### src/rtl/adder47_accum_sequencer_if.sv
// Handshake bundle for the accumulation sequencer: command, addend and result channels.
interface adder47_accum_sequencer_if #(
  parameter int ACC_W = 47,
  parameter int ADD_W = 21,
  parameter int CNT_W = 6
);
  logic             cmd_valid;
  logic             cmd_ready;
  logic [ACC_W-1:0] cmd_base;
  logic [CNT_W-1:0] cmd_count;
  logic             add_valid;
  logic             add_ready;
  logic [ADD_W-1:0] add_data;
  logic             res_valid;
  logic             res_ready;
  logic [ACC_W-1:0] res_sum;
  logic             res_ovf;
  logic             busy;

  // Producer/consumer side that talks to the sequencer.
  modport master (
    output cmd_valid, cmd_base, cmd_count, add_valid, add_data, res_ready,
    input  cmd_ready, add_ready, res_valid, res_sum, res_ovf, busy
  );

  // The sequencer itself.
  modport slave (
    input  cmd_valid, cmd_base, cmd_count, add_valid, add_data, res_ready,
    output cmd_ready, add_ready, res_valid, res_sum, res_ovf, busy
  );
endinterface

### src/rtl/adder47_accum_sequencer.sv
// Multi-cycle accumulation controller: one 47+21 bit adder reused for up to 63 addends
// per command, returning the wrapped sum and a sticky carry-out flag.
module adder47_accum_sequencer #(
  parameter int ACC_W = 47,
  parameter int ADD_W = 21,
  parameter int CNT_W = 6
) (
  input  logic                       clk,
  input  logic                       rst,
  input  logic                       abort,
  adder47_accum_sequencer_if.slave   bus
);

  typedef enum logic [1:0] {
    ST_IDLE  = 2'd0,
    ST_ACCUM = 2'd1,
    ST_DONE  = 2'd2
  } state_t;

  localparam logic [ACC_W-1:0] ACC_ZERO = {ACC_W{1'b0}};
  localparam logic [CNT_W-1:0] CNT_ZERO = {CNT_W{1'b0}};
  localparam logic [CNT_W-1:0] CNT_ONE  = {{(CNT_W-1){1'b0}}, 1'b1};

  // Zero-extends the addend and returns {carry, sum} of the single shared adder.
  function automatic logic [ACC_W:0] add_zext(input logic [ACC_W-1:0] a,
                                               input logic [ADD_W-1:0] b);
    add_zext = {1'b0, a} + {{(ACC_W+1-ADD_W){1'b0}}, b};
  endfunction

  state_t           state_r;
  logic [ACC_W-1:0] acc_r;
  logic             ovf_r;
  logic [CNT_W-1:0] remaining_r;
  logic             cmd_ready_r;
  logic             add_ready_r;
  logic             res_valid_r;
  logic [ACC_W-1:0] res_sum_r;
  logic             res_ovf_r;
  logic             busy_r;

  logic [ACC_W:0]   add_out_s;
  logic             ovf_next_s;

  assign add_out_s  = add_zext(acc_r, bus.add_data);
  assign ovf_next_s = ovf_r | add_out_s[ACC_W];

  // Sequencer FSM; every output flop is written together with the state it belongs to.
  always_ff @(posedge clk) begin
    if (rst || abort) begin
      state_r     <= ST_IDLE;
      acc_r       <= ACC_ZERO;
      ovf_r       <= 1'b0;
      remaining_r <= CNT_ZERO;
      cmd_ready_r <= 1'b1;
      add_ready_r <= 1'b0;
      res_valid_r <= 1'b0;
      res_sum_r   <= ACC_ZERO;
      res_ovf_r   <= 1'b0;
      busy_r      <= 1'b0;
    end else begin
      case (state_r)
        ST_IDLE: begin
          if (bus.cmd_valid) begin
            acc_r       <= bus.cmd_base;
            ovf_r       <= 1'b0;
            remaining_r <= bus.cmd_count;
            cmd_ready_r <= 1'b0;
            busy_r      <= 1'b1;
            if (bus.cmd_count == CNT_ZERO) begin
              // Empty command: the base is the result, straight to DONE.
              state_r     <= ST_DONE;
              res_valid_r <= 1'b1;
              res_sum_r   <= bus.cmd_base;
              res_ovf_r   <= 1'b0;
            end else begin
              state_r     <= ST_ACCUM;
              add_ready_r <= 1'b1;
            end
          end else begin
            state_r <= ST_IDLE;
          end
        end
        ST_ACCUM: begin
          if (bus.add_valid) begin
            acc_r       <= add_out_s[ACC_W-1:0];
            ovf_r       <= ovf_next_s;
            remaining_r <= remaining_r - CNT_ONE;
            if (remaining_r == CNT_ONE) begin
              // Last addend: publish the fresh sum in the same edge.
              state_r     <= ST_DONE;
              add_ready_r <= 1'b0;
              res_valid_r <= 1'b1;
              res_sum_r   <= add_out_s[ACC_W-1:0];
              res_ovf_r   <= ovf_next_s;
            end else begin
              state_r <= ST_ACCUM;
            end
          end else begin
            state_r <= ST_ACCUM;
          end
        end
        ST_DONE: begin
          if (bus.res_ready) begin
            state_r     <= ST_IDLE;
            res_valid_r <= 1'b0;
            res_sum_r   <= ACC_ZERO;
            res_ovf_r   <= 1'b0;
            busy_r      <= 1'b0;
            cmd_ready_r <= 1'b1;
          end else begin
            state_r <= ST_DONE;
          end
        end
        default: begin
          // Unreachable encoding: recover to a clean IDLE.
          state_r     <= ST_IDLE;
          acc_r       <= ACC_ZERO;
          ovf_r       <= 1'b0;
          remaining_r <= CNT_ZERO;
          cmd_ready_r <= 1'b1;
          add_ready_r <= 1'b0;
          res_valid_r <= 1'b0;
          res_sum_r   <= ACC_ZERO;
          res_ovf_r   <= 1'b0;
          busy_r      <= 1'b0;
        end
      endcase
    end
  end

  assign bus.cmd_ready = cmd_ready_r;
  assign bus.add_ready = add_ready_r;
  assign bus.res_valid = res_valid_r;
  assign bus.res_sum   = res_sum_r;
  assign bus.res_ovf   = res_ovf_r;
  assign bus.busy      = busy_r;

endmodule
### src/flat_wrapper.sv
// flat-port wrapper written by rule: the top's interface ports become plain ports
module adder47_accum_sequencer_flat 
#(
  parameter int ACC_W = 47,
  parameter int ADD_W = 21,
  parameter int CNT_W = 6
)
  (clk, rst, abort, bus_cmd_valid, bus_cmd_base, bus_cmd_count, bus_add_valid, bus_add_data, bus_res_ready, bus_cmd_ready, bus_add_ready, bus_res_valid, bus_res_sum, bus_res_ovf, bus_busy);
  adder47_accum_sequencer_if #(.ACC_W(ACC_W), .ADD_W(ADD_W), .CNT_W(CNT_W)) bus_i ();
  input  logic clk;
  input  logic rst;
  input  logic abort;
  input wire logic [$bits(bus_i.cmd_valid)-1:0] bus_cmd_valid;
  input wire logic [$bits(bus_i.cmd_base)-1:0] bus_cmd_base;
  input wire logic [$bits(bus_i.cmd_count)-1:0] bus_cmd_count;
  input wire logic [$bits(bus_i.add_valid)-1:0] bus_add_valid;
  input wire logic [$bits(bus_i.add_data)-1:0] bus_add_data;
  input wire logic [$bits(bus_i.res_ready)-1:0] bus_res_ready;
  output wire logic [$bits(bus_i.cmd_ready)-1:0] bus_cmd_ready;
  output wire logic [$bits(bus_i.add_ready)-1:0] bus_add_ready;
  output wire logic [$bits(bus_i.res_valid)-1:0] bus_res_valid;
  output wire logic [$bits(bus_i.res_sum)-1:0] bus_res_sum;
  output wire logic [$bits(bus_i.res_ovf)-1:0] bus_res_ovf;
  output wire logic [$bits(bus_i.busy)-1:0] bus_busy;
  assign bus_i.cmd_valid = bus_cmd_valid;
  assign bus_i.cmd_base = bus_cmd_base;
  assign bus_i.cmd_count = bus_cmd_count;
  assign bus_i.add_valid = bus_add_valid;
  assign bus_i.add_data = bus_add_data;
  assign bus_i.res_ready = bus_res_ready;
  assign bus_cmd_ready = bus_i.cmd_ready;
  assign bus_add_ready = bus_i.add_ready;
  assign bus_res_valid = bus_i.res_valid;
  assign bus_res_sum = bus_i.res_sum;
  assign bus_res_ovf = bus_i.res_ovf;
  assign bus_busy = bus_i.busy;
  adder47_accum_sequencer #(.ACC_W(ACC_W), .ADD_W(ADD_W), .CNT_W(CNT_W)) u_core (.clk(clk), .rst(rst), .abort(abort), .bus(bus_i));
endmodule
### config.mk
export PLATFORM = sky130hd
export DESIGN_NAME = adder47_accum_sequencer_flat
export DESIGN_NICKNAME = d
export VERILOG_FILES = /design/src/rtl/adder47_accum_sequencer_if.sv /design/src/rtl/adder47_accum_sequencer.sv /design/src/flat_wrapper.sv
export SDC_FILE = /design/constraint.sdc
export NUM_CORES = 1
export LEC_CHECK = 0
export BUFFER_PORTS_ARGS = -buffer_cell sky130_fd_sc_hd__buf_4
export CORE_AREA = 2 2 118 120
export CTS_BUF_LIST = sky130_fd_sc_hd__clkbuf_4 sky130_fd_sc_hd__clkbuf_8 sky130_fd_sc_hd__clkbuf_16
export CTS_CLUSTER_SIZE = 8
export DETAILED_ROUTE_END_ITERATION = 8
export DIE_AREA = 0 0 120 122
export HOLD_SLACK_MARGIN = 0.03
export PLACE_DENSITY = 0.73
export SYNTH_ARGS = -nofsm -noshare
export SYNTH_HDL_FRONTEND = slang
export SYNTH_SLANG_ARGS = --single-unit
### constraint.sdc
create_clock -name clk -period 3.4 [get_ports clk]
set_input_delay 0.68 -clock clk [delete_from_list [all_inputs] [get_ports clk]]
set_output_delay 0.68 -clock clk [all_outputs]
set_load 0.02 [all_outputs]
==> out/metrics.yaml <==
chipWidth_um: 120
postSynthRegisterBits: 108
synthesis.area_mm2: 0.006605
start_util_pct: 48.91
floorplan.die_area_mm2: 0.01464
placement.cell_area_mm2: 0.007830
cts_hold_buf: 0
post_synth_main_area_contributors: "sky130_fd_sc_hd__dfxtp_1 (33%), sky130_fd_sc_hd__a21oi_1 (7.2%), sky130_fd_sc_hd__nand2_1 (5.7%)"
syn-num-nets: 955
gr-total-overflow: 0
insertedDiodeCount: 0
gates_resized_cts_repair: 0
grt.total_usage_pct: 29.46
rsz0062_at_grt: "no"
netlist.top_cell.by_area: "sky130_fd_sc_hd__dfxtp_1"
total_leakage_power_nw: 3.309
yosys_warnings: 0
synth_cells: 851
area_delta_synth_final_pct: 22.92
critical_path_arrival_ns: 3.22
cts_tree: "built"
antenna_violations_before_repair: 0
ir_worst_vdd_mv: 0.3116
grt_pass1_wl_um: 34040
final_nets: 1067
placer_congestion_estimate: 0.9381
min_delay_startpoint: "u_core.bus.res_sum[20]"
pwr-share-clk_pct: 34.3
count_of_tritonroute_iterations_in_the_first_routing_pass: 7
setup_total_negative_slack_ns: 0
worst_ep_required_time_ns: 3.63
max_cap_violations: 0
grt_pass1_vias: 6633
seq_power_share_pct: 44.2
design.portCount: 132
final_antenna_net_count: 0
timing_worst_slew_pin_value_ns: 0.7108
maximum_net_fanout_on_the_critical_path: 5
final_layout_size_suffix_gt1_share_pct: 21.69
drt-initial-drc-count: 642
timing_limited_maximum_frequency_mhz: 333.8
cts_post_setup_buffers_inserted: 0
fp-row-count: 43
detail_route.wl_per_cell_um: 18.59
cts.root.buffer_cell: "sky130_fd_sc_hd__clkbuf_16"
clockBufferDepth: 2
synth.distinct_cells: 73
ys_top_cells_by_count: "sky130_fd_sc_hd__dfxtp_1 (108), sky130_fd_sc_hd__nand2_1 (101), sky130_fd_sc_hd__a21oi_1 (95)"
timing_worst_setup_path_type: "in2reg"
timing.rr.end: "u_core.acc_r[28]"
place_hpwl_um: 15110
synth-async-reset-ratio_pct: 0
finalHoldViolations: 0
die-height_um: 122
final_cell_area_mm2: 0.008119
synth.yosys.seq_area_share_pct: 32.73
synthDominantCellAreaShare_pct: 32.73
fillerInstances: 1263
inserted_clock_buffers: 9
synth-main-ff-cell: "sky130_fd_sc_hd__dfxtp_1"
drc: 0
worstSkewPairLatency_ns: 0.36
pin_count_of_the_biggest_net_entering_global_routing: 52
number_of_max_slew_violations_in_the_final_report: 0
run_status: "finished clean"
rrSetupSlack_ns: 0.53
timing.rr.start: "u_core.acc_r[0]"
synth_edf_count: 0
p_comb_share_pct: 21.5
finalWirelength_um: 21340
crit_start: "bus_add_data[0]"
r2r_depth: 10
post-synth-top-count-cell: "sky130_fd_sc_hd__dfxtp_1"
setup-violations-final: 0
worst_setup_path_start_kind: "primary input"
pwr_density_cell_mw_per_mm2: 378.0
clk_pin_slew_ns: 0.07
port_buffers: 131
p_int_mw: 2.131
dr_vias: 6945
p_switching_uw: 938.6
slew_headroom_pct: 52.56
post_synth.cell_area_avg_um2: 7.762
fp.coreArea_mm2: 0.01350
cts_num_sinks: 108
timing.hold.worst.class: "reg2reg"
crit_path_end_kind: "flip-flop"
critical_path_endpoint: "u_core.acc_r[28]"
layout.area.seq_mm2: 0.002163
multi_input_area_mm2: 0.004155
detail_route.vias_per_cell: 6.050
final.setup_skew_ns: 0.008045
layout_worst_path_cycle_share_pct: 88.11
power.switching_fraction_pct: 30.58
cts_max_level: 3
final_period_minus_worst_setup_slack_ns: 2.996
[layout by cell type, fill, tap and decap left out, types with 17 or more instances in the layout]
| cell type | n |
|---|---|
| sky130_fd_sc_hd__nand3_1 | 34 |
| sky130_fd_sc_hd__a21oi_1 | 94 |
| sky130_fd_sc_hd__o21ai_0 | 59 |
| sky130_fd_sc_hd__and3_1 | 17 |
| sky130_fd_sc_hd__nand2_1 | 101 |
| sky130_fd_sc_hd__buf_4 | 158 |
| sky130_fd_sc_hd__nor3_1 | 24 |
| sky130_fd_sc_hd__nor2_1 | 73 |
| sky130_fd_sc_hd__ha_1 | 23 |
| sky130_fd_sc_hd__mux2i_1 | 24 |
| sky130_fd_sc_hd__dfxtp_1 | 107 |
[logic make-up after synthesis]
group	count (synthesis)	synth area share (%)
simple gates	304	21.65
xor+xnor	28	3.713
flops	108	32.73
buf+inv	75	4.717
fa+ha+maj	24	4.660
compound gates	284	28.21
mux	28	4.319
[sequential cells by signal (all words and copies together) (netlist names)]
| signal | flops |
|---|---|
| u_core.acc_r | 47 |
| u_core.bus.add_ready | 1 |
| u_core.bus.busy | 1 |
| u_core.bus.cmd_ready | 1 |
| u_core.bus.res_ovf | 1 |
| u_core.bus.res_sum | 47 |
| u_core.bus.res_valid | 1 |
| u_core.ovf_r | 1 |
| u_core.remaining_r | 6 |
| u_core.state_r | 2 |
[worst max-delay path, stage by stage]
cell and delay [ns]:
sky130_fd_sc_hd__buf_4 0.11, sky130_fd_sc_hd__ha_1 0.22, sky130_fd_sc_hd__fa_1 0.41, sky130_fd_sc_hd__a211oi_1 0.26, sky130_fd_sc_hd__o21ai_1 0.13, sky130_fd_sc_hd__o211ai_1 0.30, sky130_fd_sc_hd__a31oi_2 0.23, sky130_fd_sc_hd__o21ai_1 0.24
sky130_fd_sc_hd__mux2_2 0.36, sky130_fd_sc_hd__a222oi_1 0.21, sky130_fd_sc_hd__nor3_1 0.08
[routing by layer]
metal  routed length, um  GRT usage [%]  vias to the layer above
li1                    -              -                     3352
met1                8635          36.78                     3229
met5                   0              0                        -
met4                 689          11.47                        0
met2               10090          48.19                      312
met3                1918          8.380                       52
[power groups by stage]
stage / Combinational [mW] / Clock, mW / Sequential (mW)
floorplan: 0.386 / 0 / 1.39
global placement: 0.645 / 0 / 1.38
detailed placement: 0.648 / 0 / 1.38
CTS: 0.652 / 1.06 / 1.36
global route: 0.721 / 1.11 / 1.36
finish: 0.661 / 1.05 / 1.36
[worst min-delay path by stage]
stage	endpoint	slack, ns	cells past startpoint
after floorplan	u_core.acc_r[14]	0.43	2
after global placement	u_core.bus.res_sum[9]	0.43	2
after detailed placement	u_core.bus.res_sum[38]	0.44	2
after CTS	u_core.bus.res_sum[38]	0.46	2
after global routing	u_core.bus.res_sum[13]	0.48	2
final	u_core.bus.res_sum[20]	0.46	2
[per-stage QoR]
| stage | setup slack [ns] | hold slack [ns] | power (mW) | cells | utilization [%] |
|---|---|---|---|---|---|
| 6_report | 0.4043 | 0.4570 | 3.069 | 1148 | 60.12 |
| 5_1_grt | 0.2649 | 0.4772 | 3.190 | 1148 | 60.12 |
| 4_1_cts | 0.4284 | 0.4580 | 3.071 | 1148 | 60.12 |
| 3_5_place_dp | 0.04316 | 0.4382 | 2.032 | 1132 | 57.98 |
| 3_3_place_gp | 0.07064 | 0.4347 | 2.029 | 1132 | 57.98 |
| 2_1_floorplan | 0.2768 | 0.4291 | 1.775 | 851 | - |
[final cells by class]
cell class | instances | share of cell area (%)
Sequential cell | 108 | 26.65
Clock inverter | 4 | 0.2774
Timing Repair Buffer | 160 | 15.10
Tap cell | 180 | 2.774
Multi-Input combinational cell | 668 | 51.18
Inverter | 16 | 0.7397
Clock buffer | 12 | 3.282
Power figures use the tool's default switching activity.
